$ cat src/rtl/clkdiv_ratio_ctrl.sv
// Sequences run-time ratio changes for one ClkDiv: gate enable, load ratio, wait for lock.
// Optional range checking of requested ratios is enabled by defining CLKDIV_CTRL_RANGE_EN.
module clkdiv_ratio_ctrl #(
  parameter int DIV_WIDTH   = 8,
  parameter int GATE_CYCLES = 4,
  parameter int RST_RATIO   = 1,
  parameter int MIN_RATIO   = 2,
  parameter int MAX_RATIO   = 128
) (
  input  logic                 I_ref_clk,
  input  logic                 I_rst_n,
  input  logic                 I_cfg_valid,
  input  logic [DIV_WIDTH-1:0] I_cfg_ratio,
  output logic                 O_cfg_ready,
  output logic                 O_cfg_done,
  output logic                 O_cfg_err,
  output logic [DIV_WIDTH-1:0] O_div_ratio,
  output logic                 O_clk_en,
  output logic                 O_locked,
  output logic                 O_busy
);

  typedef enum logic [1:0] {IDLE, GATE, LOAD, LOCK} state_t;

  localparam int CW = DIV_WIDTH + 1;
  localparam logic [CW-1:0]        GATE_LOAD = CW'(GATE_CYCLES - 1);
  localparam logic [CW-1:0]        MIN_W     = CW'(MIN_RATIO);
  localparam logic [CW-1:0]        MAX_W     = CW'(MAX_RATIO);
  localparam logic [DIV_WIDTH-1:0] RST_W     = DIV_WIDTH'(RST_RATIO);
`ifdef CLKDIV_CTRL_RANGE_EN
  localparam bit RANGE_EN = 1'b1;
`else
  localparam bit RANGE_EN = 1'b0;
`endif

  state_t               state, state_nx;
  logic [CW-1:0]        cnt, cnt_nx;
  logic [DIV_WIDTH-1:0] pend_ratio, pend_nx;
  logic [DIV_WIDTH-1:0] ratio_q, ratio_nx;
  logic                 clk_en_q, clk_en_nx;
  logic                 locked_q, locked_nx;
  logic                 done_q, done_nx;
  logic                 err_q, err_nx;
  logic                 accept;
  logic                 range_ok;
  logic [CW-1:0]        lock_load;

  assign accept   = I_cfg_valid && (state == IDLE);
  assign range_ok = !RANGE_EN ||
                    (({1'b0, I_cfg_ratio} >= MIN_W) && ({1'b0, I_cfg_ratio} <= MAX_W));

  // Two divided periods of lock time; bypass ratios (0 and 1) need only a token wait.
  assign lock_load = (pend_ratio <= DIV_WIDTH'(1)) ? CW'(1)
                                                    : ({pend_ratio, 1'b0} - CW'(1));

  always_comb begin
    state_nx  = state;
    cnt_nx    = cnt;
    pend_nx   = pend_ratio;
    ratio_nx  = ratio_q;
    clk_en_nx = clk_en_q;
    locked_nx = locked_q;
    done_nx   = 1'b0;
    err_nx    = 1'b0;
    case (state)
      IDLE: begin
        if (accept) begin
          pend_nx = I_cfg_ratio;
          if (!range_ok) begin
            err_nx = 1'b1;
          end else if (I_cfg_ratio == ratio_q) begin
            done_nx = 1'b1;
          end else begin
            state_nx  = GATE;
            clk_en_nx = 1'b0;
            locked_nx = 1'b0;
            cnt_nx    = GATE_LOAD;
          end
        end
      end
      GATE: begin
        if (cnt == '0) begin
          state_nx  = LOAD;
          ratio_nx  = pend_ratio;
          clk_en_nx = 1'b1;
          cnt_nx    = lock_load;
        end else begin
          cnt_nx = cnt - CW'(1);
        end
      end
      LOAD: begin
        state_nx = LOCK;
      end
      LOCK: begin
        if (cnt == '0) begin
          state_nx  = IDLE;
          locked_nx = 1'b1;
          done_nx   = 1'b1;
        end else begin
          cnt_nx = cnt - CW'(1);
        end
      end
      default: state_nx = IDLE;
    endcase
  end

  always_ff @(posedge I_ref_clk or negedge I_rst_n) begin
    if (!I_rst_n) begin
      state      <= IDLE;
      cnt        <= '0;
      pend_ratio <= '0;
      ratio_q    <= RST_W;
      clk_en_q   <= 1'b1;
      locked_q   <= 1'b1;
      done_q     <= 1'b0;
      err_q      <= 1'b0;
    end else begin
      state      <= state_nx;
      cnt        <= cnt_nx;
      pend_ratio <= pend_nx;
      ratio_q    <= ratio_nx;
      clk_en_q   <= clk_en_nx;
      locked_q   <= locked_nx;
      done_q     <= done_nx;
      err_q      <= err_nx;
    end
  end

  assign O_cfg_ready = (state == IDLE);
  assign O_busy      = (state != IDLE);
  assign O_cfg_done  = done_q;
  assign O_cfg_err   = err_q;
  assign O_div_ratio = ratio_q;
  assign O_clk_en    = clk_en_q;
  assign O_locked    = locked_q;

endmodule
$ cat config.mk
export PLATFORM = sky130hd
export DESIGN_NAME = clkdiv_ratio_ctrl
export DESIGN_NICKNAME = d
export VERILOG_FILES = /design/src/rtl/clkdiv_ratio_ctrl.sv
export SDC_FILE = /design/constraint.sdc
export NUM_CORES = 1
export LEC_CHECK = 0
export BUFFER_PORTS_ARGS = -buffer_cell sky130_fd_sc_hd__buf_2
export CAP_MARGIN = 10
export CORE_ASPECT_RATIO = 0.6
export CORE_MARGIN = 1
export CORE_UTILIZATION = 57
export CTS_CLUSTER_SIZE = 24
export DETAILED_ROUTE_END_ITERATION = 10
export PLACE_DENSITY = 0.76
export SLEW_MARGIN = 20
export SYNTH_ARGS = -nofsm -noshare
export SYNTH_HDL_FRONTEND = slang
export SYNTH_SLANG_ARGS = --single-unit
$ cat constraint.sdc
create_clock -name I_ref_clk -period 3.3 [get_ports I_ref_clk]
set_input_delay 0.165 -clock I_ref_clk [delete_from_list [all_inputs] [get_ports I_ref_clk]]
set_output_delay 0.165 -clock I_ref_clk [all_outputs]
set_load 0.005 [all_outputs]
==> metrics.txt <==
# TYPE chip_impl_metric gauge
chip_impl_info{name="run_status",value="finished, final reports clean"} 1
chip_impl_metric{name="vias_per_cell",unit=""} 6.04
chip_impl_metric{name="clk_transition_reported_paths",unit="ns"} 0.07
chip_impl_metric{name="routabilityCongestion",unit=""} 0.900
chip_impl_metric{name="post-dp-hpwl",unit="microns"} 3160
chip_impl_metric{name="initial_cell_density_of_the_core",unit=""} 0.616
chip_impl_metric{name="groute.usage.overall",unit=""} 0.285
chip_impl_info{name="hold_path.class",value="input pin to flop"} 1
chip_impl_info{name="cts_tree",value="built"} 1
chip_impl_metric{name="post_cts_buffers",unit=""} 0
chip_impl_metric{name="edff_count_synth",unit=""} 0
chip_impl_metric{name="synth_area_in_simple_gates",unit=""} 0.123
chip_impl_metric{name="holdBufCountCts",unit=""} 1
chip_impl_metric{name="cap_violations",unit=""} 0
chip_impl_metric{name="row_count",unit=""} 15
chip_impl_metric{name="grt_total_ovfl",unit=""} 0
chip_impl_metric{name="slew-limit-headroom",unit=""} 0.382
chip_impl_metric{name="synthesis.nets",unit=""} 192
chip_impl_metric{name="wl_per_cell",unit="microns"} 17.3
chip_impl_metric{name="power_frac_comb",unit=""} 0.502
chip_impl_metric{name="cellInternalPower",unit="mW"} 1.14
chip_impl_metric{name="cts_repair_resize_count",unit=""} 0
chip_impl_metric{name="async_reset_ff_frac",unit=""} 1.00
chip_impl_metric{name="vias",unit=""} 1461
chip_impl_metric{name="achievable-frequency",unit="MHz"} 378
chip_impl_metric{name="power_leakage",unit="nW"} 0.930
chip_impl_info{name="grt_setup_unrepaired",value="no"} 1
chip_impl_metric{name="final-max-slew-violation-count",unit=""} 0
chip_impl_metric{name="worst_endpoint_required_time",unit="ns"} 3.46
chip_impl_metric{name="chipWidth",unit="microns"} 75.1
chip_impl_metric{name="drt-initial-drc-count",unit=""} 91
chip_impl_metric{name="grt_pass1_vias",unit=""} 1414
chip_impl_metric{name="design.die.area",unit="sq um"} 3440
chip_impl_metric{name="timing.setup.tns",unit="ns"} 0
chip_impl_metric{name="drive_above_1_share",unit=""} 0.290
chip_impl_metric{name="path_max_fanout",unit=""} 8
chip_impl_metric{name="area.growth.synth_to_final",unit="%"} 12.7
chip_impl_metric{name="hold_violations",unit=""} 0
chip_impl_metric{name="share_of_the_synthesized_netlist_area_taken_by_xor_and_xnor_gates",unit=""} 0.0575
chip_impl_metric{name="power.clock.fraction",unit=""} 0.156
chip_impl_metric{name="syn_area",unit="sq um"} 1830
chip_impl_info{name="launching_element_type_of_the_critical_path",value="flop"} 1
chip_impl_metric{name="ctsLongestPathBuffers",unit=""} 2
chip_impl_metric{name="pin_count",unit=""} 25
chip_impl_metric{name="core-area",unit="sq um"} 2970
chip_impl_metric{name="syn-instance-count",unit=""} 174
chip_impl_metric{name="clk_latency",unit="ns"} 0.28
chip_impl_metric{name="preCtsSetupSlack",unit="ns"} 0.693
chip_impl_metric{name="clock_tree_skew_after_final_layout",unit="ns"} 0.0106
chip_impl_metric{name="die_y",unit="microns"} 45.9
chip_impl_metric{name="cellPowerDensity",unit="nW/um^2"} 970
chip_impl_metric{name="net-switching-power",unit="mW"} 0.854
chip_impl_metric{name="first_pass_grt_wire_length",unit="microns"} 6970
chip_impl_metric{name="worst_ir_drop_vdd",unit="mV"} 0.579
chip_impl_metric{name="cts_max_level",unit=""} 2
chip_impl_metric{name="route.final.wire_length",unit="microns"} 4180
chip_impl_metric{name="post_synth_fa_ha_maj_area_fraction",unit=""} 0.0479
chip_impl_metric{name="avgSynthCellArea",unit="sq um"} 10.5
chip_impl_metric{name="synth_mux_area_frac",unit=""} 0.114
chip_impl_metric{name="drtAntennaViolNets",unit=""} 0
chip_impl_metric{name="first_pass_iters",unit=""} 4
chip_impl_metric{name="num_antenna_cells",unit=""} 0
chip_impl_metric{name="synth-seq-area-share",unit=""} 0.413
chip_impl_metric{name="synth_compound_area_frac",unit=""} 0.192
chip_impl_info{name="timing.setup.critical_path_class",value="flop to flop"} 1
chip_impl_metric{name="combined_area_of_the_multi_input_logic_cells",unit="sq um"} 980
chip_impl_metric{name="area.sequential",unit="sq um"} 754
chip_impl_metric{name="timing.final.ws_setup",unit="ns"} 0.658
chip_impl_info{name="clock_tree.root_cell",value="clkbuf_8"} 1
chip_impl_metric{name="tritoncts_num_sinks",unit=""} 30
chip_impl_metric{name="power_frac_seq",unit=""} 0.343
chip_impl_metric{name="cts-buffers-inserted",unit=""} 5
chip_impl_info{name="main_combinational_cell_family_by_area_after_synthesis",value="compound AO/OA/AOI/OAI gates"} 1
chip_impl_metric{name="timing.final.setup_violations",unit=""} 0
chip_impl_info{name="ys.flop_type",value="dfrtp_1"} 1
chip_impl_metric{name="slew_at_the_pin_closest_to_its_max_slew_limit",unit="ns"} 0.912
chip_impl_metric{name="number_of_antenna_violations_at_the_first_check_in_global_routing",unit=""} 0
chip_impl_metric{name="n_fill_cell",unit=""} 248
chip_impl_metric{name="finish.utilization",unit=""} 0.695
chip_impl_metric{name="final.min_clock_period",unit="ns"} 2.64
chip_impl_metric{name="pin_count_of_the_biggest_net_entering_global_routing",unit=""} 31
chip_impl_metric{name="final_nets",unit=""} 217
chip_impl_metric{name="crit_arrival",unit="ns"} 2.80
chip_impl_metric{name="synth.ff_latch_count",unit=""} 30
chip_impl_info{name="critical_path.endpoint_type",value="flop"} 1
chip_impl_metric{name="fin_crit_sh",unit=""} 0.801
chip_impl_metric{name="power.share.switching",unit=""} 0.428
chip_impl_metric{name="post_synth_num_cell_types",unit=""} 48
chip_impl_metric{name="portBuffers",unit=""} 23
chip_impl_metric{name="synth_warnings",unit=""} 0
chip_impl_metric{name="drc_errors",unit=""} 0
cells by family after synthesis:
kind of cell               count (synthesis)
DFF                                       30
and+or+nand+nor                           43
other                                      1
xor gates and xnor gates                  12
adders and majority gates                  7
AOI/OAI and AO/OA                         44
muxes                                     18
buffers and inverters                     19
power by group through the flow:
stage	Clock (mW)	Combinational [mW]	Sequential, mW
after global placement	0	0.957	0.672
after detailed placement	0	0.987	0.683
final	0.311	1.00	0.684
after CTS	0.314	0.996	0.679
after floorplan	0	0.801	0.642
after global routing	0.329	1.10	0.707
synthesized netlist by cell type (all sizes together) (2+ instances only):
library cell	number	area share
a211oi	2	0.0082
a21oi	7	0.019
a22oi	2	0.0082
a2bb2oi	2	0.0096
and2	2	0.0068
buf	5	0.022
clkbuf	2	0.0041
dfrtp	27	0.37
dfstp	3	0.043
ha	7	0.048
inv	12	0.025
mux2	17	0.11
nand2	10	0.021
nand2b	2	0.0068
nand3	2	0.0055
nand4	3	0.010
nor2	8	0.016
nor3	5	0.014
o21ai	8	0.022
o221ai	2	0.019
o22a	3	0.014
o22ai	2	0.0068
o31ai	5	0.028
o32a	4	0.022
or2	4	0.014
or3	3	0.013
xnor2	11	0.053
routing by layer:
| layer | part of all wire | global-route usage |
|---|---|---|
| met3 | 0.062 | 0.0730 |
| met5 | 0 | 0 |
| met2 | 0.44 | 0.413 |
| met4 | 0.012 | 0.0642 |
| met1 | 0.49 | 0.424 |
state kept, by name (all words and copies together) (netlist names):
name,cells
O_div_ratio,8
cnt,9
pend_ratio,8
O_locked,1
O_clk_en,1
state,2
O_cfg_done,1
cell usage in the layout (no fill, tap or decap), types with 2 or more instances in the layout:
master     synthesis  final
nand4_1            3      3
o22ai_1            2      2
o22a_1             3      3
o31ai_1            4      4
xnor2_1           11     11
or3_1              2      2
a2bb2oi_1          2      2
clkbuf_8           0      6
dfstp_2            3      3
dfrtp_1           27     27
nand2_1           10     10
mux2_4             2      2
or2_2              3      3
o32a_1             4      4
nor2_1             8      8
a211oi_1           2      2
a21oi_1            7      7
buf_2              2     23
a22oi_1            2      2
nor3_1             5      5
o21ai_0            8      8
inv_1             12     12
nand2b_1           2      2
nand3_1            2      2
and2_1             2      2
mux2_2            15     15
ha_1               7      7
worst paths after layout:
kind | start | endpoint | slack, ns | cells after the start
max | cnt[0] | cnt[1] | 0.66 | 7
min | I_cfg_ratio[7] | pend_ratio[7] | 0.14 | 2
max reg2reg | cnt[0] | cnt[1] | 0.66 | 7
min reg2reg | cnt[8] | cnt[8] | 0.50 | 1
max in group asynchronous | I_rst_n | O_div_ratio[4] | 2.41 | 2
min in group asynchronous | I_rst_n | cnt[8] | 0.45 | 2
cell type report:
class / instances / area share
inverters: 12 / 0.0219
clock buffers: 6 / 0.0401
well taps: 42 / 0.0255
clock inverters: 2 / 0.00608
repair buffers: 25 / 0.0644
flip-flops and latches: 30 / 0.366
multi-input cells: 125 / 0.476
per-stage QoR:
stage          hold WS (ns)  cell area (sq um)  power [mW]  cells
6_report              0.137               2060        2.00    242
5_1_grt               0.149               2060        2.13    242
4_1_cts               0.141               2060        1.99    242
3_5_place_dp          0.242               1950        1.67    233
3_3_place_gp          0.217               1950        1.63    233
2_1_floorplan        -0.131               1830        1.44    174
critical path: stages (launching register included):
cell	delay (ns)
dfrtp_1	0.41
inv_1	0.07
ha_1	0.18
or3b_1	0.50
or3_4	0.42
o221ai_4	0.28
or2_1	0.33
mux2_4	0.34
(Power assumes the default switching activity.)
